File: config.mk
export PLATFORM = sky130hd
export DESIGN_NAME = mem_port_arbiter
export DESIGN_NICKNAME = d
export VERILOG_FILES = /design/src/rtl/mem_arb_pkg.sv /design/src/rtl/mem_arb_lat_counter.sv /design/src/rtl/mem_port_arbiter.sv
export SDC_FILE = /design/constraint.sdc
export NUM_CORES = 1
export LEC_CHECK = 0
export BUFFER_PORTS_ARGS = -buffer_cell sky130_fd_sc_hd__buf_2
export CELL_PAD_IN_SITES_DETAIL_PLACEMENT = 1
export CELL_PAD_IN_SITES_GLOBAL_PLACEMENT = 1
export CORE_MARGIN = 5
export CORE_UTILIZATION = 30
export CTS_CLUSTER_DIAMETER = 30
export DETAILED_ROUTE_END_ITERATION = 10
export HOLD_SLACK_MARGIN = 0.03
export MAX_ROUTING_LAYER = met4
export PLACE_DENSITY = 0.9
export SLEW_MARGIN = 20
export SYNTH_ARGS = -nofsm -noshare
export SYNTH_HDL_FRONTEND = slang
export SYNTH_SLANG_ARGS = --single-unit
File: constraint.sdc
create_clock -name clk -period 3.7 [get_ports clk]
set_clock_uncertainty 0.2 [all_clocks]
set_input_delay 0.555 -clock clk [delete_from_list [all_inputs] [get_ports clk]]
set_output_delay 0.555 -clock clk [all_outputs]
set_load 0.05 [all_outputs]
File: src/rtl/mem_arb_pkg.sv
// Shared types and constants for the fetch/data unified-memory arbiter.
package mem_arb_pkg;

  typedef enum logic [1:0] {
    IDLE,
    BUSY_I,
    BUSY_D
  } arb_state_t;

  typedef enum logic {
    OWN_I,
    OWN_D
  } owner_t;

  localparam int LAT_CNT_W = 3;

endpackage

File: src/rtl/mem_arb_lat_counter.sv
// Access latency counter: loads 1 on issue, counts while busy, flags done at
// MEM_LATENCY and then clears itself so it reads zero while idle.
module mem_arb_lat_counter
  import mem_arb_pkg::*;
#(
  parameter int unsigned MEM_LATENCY = 2
) (
  input  logic clk,
  input  logic rst_n,
  input  logic load,
  input  logic inc,
  output logic done
);

  logic [LAT_CNT_W-1:0] cnt;

  assign done = (cnt == LAT_CNT_W'(MEM_LATENCY));

  always_ff @(posedge clk or negedge rst_n) begin
    if (!rst_n) begin
      cnt <= '0;
    end else if (load) begin
      cnt <= LAT_CNT_W'(1);
    end else if (done) begin
      cnt <= '0;
    end else if (inc) begin
      cnt <= cnt + LAT_CNT_W'(1);
    end
  end

endmodule

File: src/rtl/mem_port_arbiter.sv
// Arbitrates fetch and memory-stage accesses onto one fixed-latency memory.
// Define ARB_FAIRNESS_EN to force a fetch grant after STARVE_LIMIT data grants.
module mem_port_arbiter
  import mem_arb_pkg::*;
#(
  parameter int unsigned DATA_WIDTH   = 32,
  parameter int unsigned ADDR_WIDTH   = 32,
  parameter int unsigned MEM_LATENCY  = 2,
  parameter int unsigned STARVE_LIMIT = 4
) (
  input  logic                    clk,
  input  logic                    rst_n,
  input  logic                    InstrReq,
  input  logic [ADDR_WIDTH-1:0]   InstrAddr,
  output logic [DATA_WIDTH-1:0]   InstrRdata,
  output logic                    InstrValid,
  input  logic                    DataReq,
  input  logic                    DataWe,
  input  logic [ADDR_WIDTH-1:0]   DataAddr,
  input  logic [DATA_WIDTH-1:0]   DataWdata,
  input  logic [DATA_WIDTH/8-1:0] DataByteEn,
  output logic [DATA_WIDTH-1:0]   DataRdata,
  output logic                    DataValid,
  output logic                    StallF,
  output logic                    StallM,
  output logic                    MemReq,
  output logic                    MemWe,
  output logic [ADDR_WIDTH-1:0]   MemAddr,
  output logic [DATA_WIDTH-1:0]   MemWdata,
  output logic [DATA_WIDTH/8-1:0] MemByteEn,
  input  logic [DATA_WIDTH-1:0]   MemRdata
);

  arb_state_t            state, stateNext;
  owner_t                owner;
  logic                  isStore;
  logic [DATA_WIDTH-1:0] instrRdataQ, dataRdataQ;
  logic                  arbActive, grantD, grantI, issue, busy, latDone, fetchFirst;

  // Gating with rst_n keeps every output at zero while reset is held.
  assign arbActive = rst_n && (state == IDLE);
  assign grantD    = arbActive && DataReq && !fetchFirst;
  assign grantI    = arbActive && InstrReq && !grantD;
  assign issue     = grantD || grantI;
  assign busy      = (state != IDLE);

  mem_arb_lat_counter #(
    .MEM_LATENCY(MEM_LATENCY)
  ) uLatCnt (
    .clk  (clk),
    .rst_n(rst_n),
    .load (issue),
    .inc  (busy),
    .done (latDone)
  );

`ifdef ARB_FAIRNESS_EN
  localparam int unsigned StarveW = $clog2(STARVE_LIMIT + 2);
  logic [StarveW-1:0] starveCnt;

  assign fetchFirst = InstrReq && (starveCnt >= StarveW'(STARVE_LIMIT));

  always_ff @(posedge clk or negedge rst_n) begin
    if (!rst_n) begin
      starveCnt <= '0;
    end else if (grantI) begin
      starveCnt <= '0;
    end else if (grantD && InstrReq) begin
      starveCnt <= starveCnt + StarveW'(1);
    end
  end
`else
  assign fetchFirst = 1'b0;
  if (STARVE_LIMIT > 0) begin : gStrictPriority
  end
`endif

  always_comb begin
    stateNext = state;
    MemReq    = 1'b0;
    MemWe     = 1'b0;
    MemAddr   = '0;
    MemWdata  = '0;
    MemByteEn = '0;
    unique case (state)
      IDLE:           if (grantD) stateNext = BUSY_D;
                      else if (grantI) stateNext = BUSY_I;
      BUSY_I, BUSY_D: if (latDone) stateNext = IDLE;
      default:        stateNext = IDLE;
    endcase
    if (grantD) begin
      MemReq    = 1'b1;
      MemWe     = DataWe;
      MemAddr   = DataAddr;
      MemWdata  = DataWdata;
      MemByteEn = DataByteEn;
    end else if (grantI) begin
      MemReq  = 1'b1;
      MemAddr = InstrAddr;
    end
  end

  // A requester that dropped Req (flush) gets no strobe and no data update.
  assign InstrValid = latDone && (owner == OWN_I) && InstrReq;
  assign DataValid  = latDone && (owner == OWN_D) && DataReq;

  // Registered copy holds the last result; the completing cycle forwards
  // MemRdata so data is visible in the same cycle as the strobe.
  assign InstrRdata = InstrValid ? MemRdata : instrRdataQ;
  assign DataRdata  = (DataValid && !isStore) ? MemRdata : dataRdataQ;

  assign StallF = rst_n && InstrReq && !InstrValid;
  assign StallM = rst_n && DataReq && !DataValid;

  always_ff @(posedge clk or negedge rst_n) begin
    if (!rst_n) begin
      state       <= IDLE;
      owner       <= OWN_I;
      isStore     <= 1'b0;
      instrRdataQ <= '0;
      dataRdataQ  <= '0;
    end else begin
      state <= stateNext;
      if (issue) begin
        owner   <= grantD ? OWN_D : OWN_I;
        isStore <= grantD && DataWe;
      end
      if (InstrValid) instrRdataQ <= MemRdata;
      if (DataValid && !isStore) dataRdataQ <= MemRdata;
    end
  end

endmodule

==> results_tabular.tex <==
\begin{tabular}{lr}
\hline
Metric & Value \\
\hline
\multicolumn{2}{l}{\textbf{Power}} \\
Sequential cell fraction of total power & 25.2\% \\
Relative contribution of combinational cells to total power & 61.8\% \\
Largest voltage drop on the vdd net & 446 uV \\
Internal power & 2.23 mW \\
Switch share & between 50\% and 60\% \\
Pwr dens & 975 nW/um\^{}2 \\
Static leakage & roughly 2.9 nW \\
Net switching component of the power & approximately 2.7 mW \\
Share of total power in the clock network & a little over an eighth \\
\multicolumn{2}{l}{\textbf{Logic synthesis}} \\
Synthesized-area fraction occupied by and/or/nand/nor cells & between 10\% and 20\% \\
Synthesized-area fraction occupied by xor and xnor cells & 0.262\% \\
Compound-gate portion of the synthesized area & 10.6\% \\
Flop and latch count out of synthesis & 71 \\
Net count of the mapped netlist & 398 \\
Library cell with the largest summed area after synthesis & sky130\_fd\_sc\_hd\_\_dfrtp\_1 \\
Dominant combinational cell family by area after synthesis & multiplexers \\
Synthesis warning total & 0 \\
Share of the synthesized area in the top cell type & 53.2\% \\
Cell types with the largest area share after synthesis & sky130\_fd\_sc\_hd\_\_dfrtp\_1 (53\%), sky130\_fd\_sc\_hd\_\_mux2\_2 (21\%), sky130\_fd\_sc\_hd\_\_a22o\_1 (8.4\%) \\
Synthesized netlist cell count & 260 \\
Mean cell area of the mapped netlist & 12.9 um\^{}2 \\
Share of cell area taken by muxes after synthesis & 21.6\% \\
Cell Area, Synth & 3340 um\^{}2 \\
Share of synthesized area occupied by flip-flops and latches & 53.2\% \\
Yosys cell types & 28 \\
Synth Area in Adders & 0.374\% \\
\multicolumn{2}{l}{\textbf{Route}} \\
DRC violation count after routing & 0 \\
Vias & roughly 3,200 \\
Avg WL per Cell & 19.4 um \\
First-pass iteration count of the detailed router & 4 \\
Number of nets still failing antenna checks after routing & 0 \\
WL final & 13.2 mm \\
DR iter-0 viols & 92 \\
Post-detailed-route via-to-cell ratio & 4.69 \\
\multicolumn{2}{l}{\textbf{Clocking}} \\
Number of gates resized after cts & 0 \\
Cell at the root of the clock tree & sky130\_fd\_sc\_hd\_\_clkbuf\_8 \\
Depth of the CTS H-tree & 3 \\
Total of hold buffers inserted after clock tree synthesis & 1 \\
Number of setup buffers added after CTS & 0 \\
CTS Sinks & slightly above 70 \\
Number of buffers inserted during clock tree synthesis & 9 \\
Clock insertion delay at the later pin of the skew report & 0.35 ns \\
Maximum clock path buffer count & 2 \\
Clock input transition at the sequential cells of the worst setup and hold paths & 0.08 ns \\
Clock tree from TritonCTS & done \\
\multicolumn{2}{l}{\textbf{Setup path}} \\
Crit path launch & uLatCnt.cnt[0] \\
Kind of start point of the critical path & flop \\
Startpoint of the lowest-slack register-to-register path & uLatCnt.cnt[0] \\
Startpoint-to-endpoint class of the critical path & flop to output pin \\
Largest driver fanout on the critical path & 26 \\
Critical Path AT & roughly 2.6 ns \\
R2R setup slack & 1.40 ns \\
Critical path data required time & 2.94 ns \\
Endpoint kind of the worst setup timing path & output pin \\
\multicolumn{2}{l}{\textbf{Global routing}} \\
Met3 GRT Util & 5.43\% \\
Antenna violations before repair & 0 \\
Pin count of the biggest net entering global routing & a little over 70 \\
Met2 track demand over resource in global routing & 35.1\% \\
Overflow left after global routing & 0 \\
Global-route usage over all layers & 20.0\% \\
First-pass GRT wire length & a little under 20 mm \\
Global routing usage on met1 & 21.4\% \\
Global route hottest layer & met2 \\
Via count of the first global-routing pass & roughly 3,600 \\
\multicolumn{2}{l}{\textbf{Final layout}} \\
Post-layout utilization of the core & a little under half \\
Number of antenna cells inserted & 0 \\
Share of final-layout standard cells stronger than drive strength 1 & between 60 and 70\% \\
Commonest non-fill, non-tap cell in the layout & sky130\_fd\_sc\_hd\_\_buf\_2 \\
Growth of design area from synthesis to finish & 51.6\% \\
Area of all placed cells without fillers & 5060 um\^{}2 \\
Top library cells by usage in the layout, fill and taps aside & sky130\_fd\_sc\_hd\_\_buf\_2 (273), sky130\_fd\_sc\_hd\_\_dfrtp\_1 (71), sky130\_fd\_sc\_hd\_\_mux2\_2 (62) \\
Final layout net count & roughly 670 \\
\multicolumn{2}{l}{\textbf{Floorplan}} \\
Placement Rows & 38 \\
Overall die width & 116 um \\
Core area & 10,900 um\^{}2 \\
Effective utilization at floorplan & 30.7\% \\
Die area & 13,400 um\^{}2 \\
Height of the die & 116 um \\
Top-level I/O count & 275 \\
\multicolumn{2}{l}{\textbf{STA}} \\
Total negative setup slack & 0 ns \\
Clock period minus final worst setup slack & approximately 3.3 ns \\
Fin crit share & 89.2\% \\
Final hold viol count & 0 \\
Highest clock rate & 303 MHz \\
Worst Max-Slew Pin Slew & 0.833 ns \\
Unrepaired setup endpoints after global routing & false \\
Endpoints failing setup & 0 \\
Max-slew headroom & 44.4\% \\
Final number of max-transition violations & 0 \\
\multicolumn{2}{l}{\textbf{Min path}} \\
Type of the tightest min-delay check & primary input to flop \\
Worst Hold Launch & MemRdata[2] \\
\multicolumn{2}{l}{\textbf{Place}} \\
Port Buf Inserts & 274 \\
Weighted congestion at the end of routability-driven global placement & 0.858 \\
Half-perimeter wire length after placement & 11.1 mm \\
Cell Area, Placed & 4850 um\^{}2 \\
\multicolumn{2}{l}{\textbf{Run}} \\
Max-cap violations & 0 \\
\multicolumn{2}{l}{\textbf{Run status}} \\
Status & finished clean \\
\hline
\end{tabular}
==> worst max-delay path: stages (launching register included) <==
cell	delay, ns
sky130_fd_sc_hd__dfrtp_1	0.45
sky130_fd_sc_hd__or3b_4	0.46
sky130_fd_sc_hd__nor3_4	0.43
sky130_fd_sc_hd__buf_12	0.25
sky130_fd_sc_hd__mux2_2	0.38
sky130_fd_sc_hd__buf_2	0.22
==> cell families after synthesis <==
logic type,Yosys count
AOI/OAI and AO/OA,43
xor gates and xnor gates,1
adders and majority gates,1
buffers and inverters,23
DFF,71
muxes,64
and+or+nand+nor,57
==> worst paths after layout <==
path / end / cells after the start
max in group asynchronous: instrRdataQ[12] / 3
worst max-delay path: DataRdata[1] / 5
worst min-delay path: instrRdataQ[2] / 2
worst max register to register: dataRdataQ[1] / 4
worst min register to register: dataRdataQ[5] / 1
min in group asynchronous: uLatCnt.cnt[1] / 2
==> synthesized netlist by cell type <==
library cell,count
sky130_fd_sc_hd__nor2_1,2
sky130_fd_sc_hd__a211o_1,1
sky130_fd_sc_hd__inv_1,5
sky130_fd_sc_hd__nand2_1,5
sky130_fd_sc_hd__a21oi_1,2
sky130_fd_sc_hd__xnor2_1,1
sky130_fd_sc_hd__nor3_4,1
sky130_fd_sc_hd__mux2_2,62
sky130_fd_sc_hd__dfrtp_1,71
sky130_fd_sc_hd__and2_1,37
sky130_fd_sc_hd__or3b_4,1
sky130_fd_sc_hd__nand3_1,3
sky130_fd_sc_hd__nor3b_1,1
sky130_fd_sc_hd__and3_1,1
sky130_fd_sc_hd__buf_2,4
sky130_fd_sc_hd__o2bb2ai_1,1
sky130_fd_sc_hd__ha_1,1
sky130_fd_sc_hd__a21o_1,2
sky130_fd_sc_hd__o211ai_1,2
sky130_fd_sc_hd__nor2b_1,2
sky130_fd_sc_hd__nor3_1,1
sky130_fd_sc_hd__nand3b_1,3
sky130_fd_sc_hd__mux2_1,2
sky130_fd_sc_hd__clkbuf_1,11
sky130_fd_sc_hd__a22o_1,32
sky130_fd_sc_hd__a22oi_1,1
sky130_fd_sc_hd__buf_6,3
sky130_fd_sc_hd__o21ai_0,2
==> stage by stage <==
step / setup slack [ns] / hold slack, ns / power, mW / instances
floorplan: 1.11 / 0.0594 / 3.60 / 260
global route: 0.263 / 0.238 / 5.19 / 678
finish: 0.399 / 0.266 / 4.94 / 678
detailed placement: 0.735 / 0.187 / 4.35 / 661
CTS: 0.334 / 0.241 / 5.01 / 678
global placement: 0.830 / 0.186 / 4.24 / 661
==> flip-flops by register name, indices dropped and copies added (netlist names) <==
signal       cells
dataRdataQ      32
instrRdataQ     32
uLatCnt.cnt      3
state            2
isStore          1
owner            1
==> layer usage <==
metal | vias to the layer above | part of all wire (%) | wire [um]
met2 | 164 | 53 | 7050
met5 | - | 0 | 0
met1 | 1515 | 35 | 4590
met4 | 0 | 3.7 | 486
met3 | 25 | 8.0 | 1050
li1 | 1478 | - | -
==> cell type report <==
class / count / area [um^2]
Multi-Input combinational cell: 166 / 1460
Sequential cell: 71 / 1780
Inverter: 5 / 18.8
Timing Repair Buffer: 280 / 1430
Tap cell: 140 / 175
Fill cell: 1266 / 5820
Clock inverter: 6 / 67.6
Clock buffer: 10 / 138
==> power by group through the flow <==
stage          sequential (mW)  clock, mW  combinational, mW
6_report                  1.25      0.641               3.05
5_1_grt                   1.28      0.708               3.20
4_1_cts                   1.25      0.667               3.09
3_5_place_dp              1.27          0               3.08
3_3_place_gp              1.24          0               3.01
2_1_floorplan             1.22          0               2.39
No activity file was read; power rests on OpenSTA's default activity.
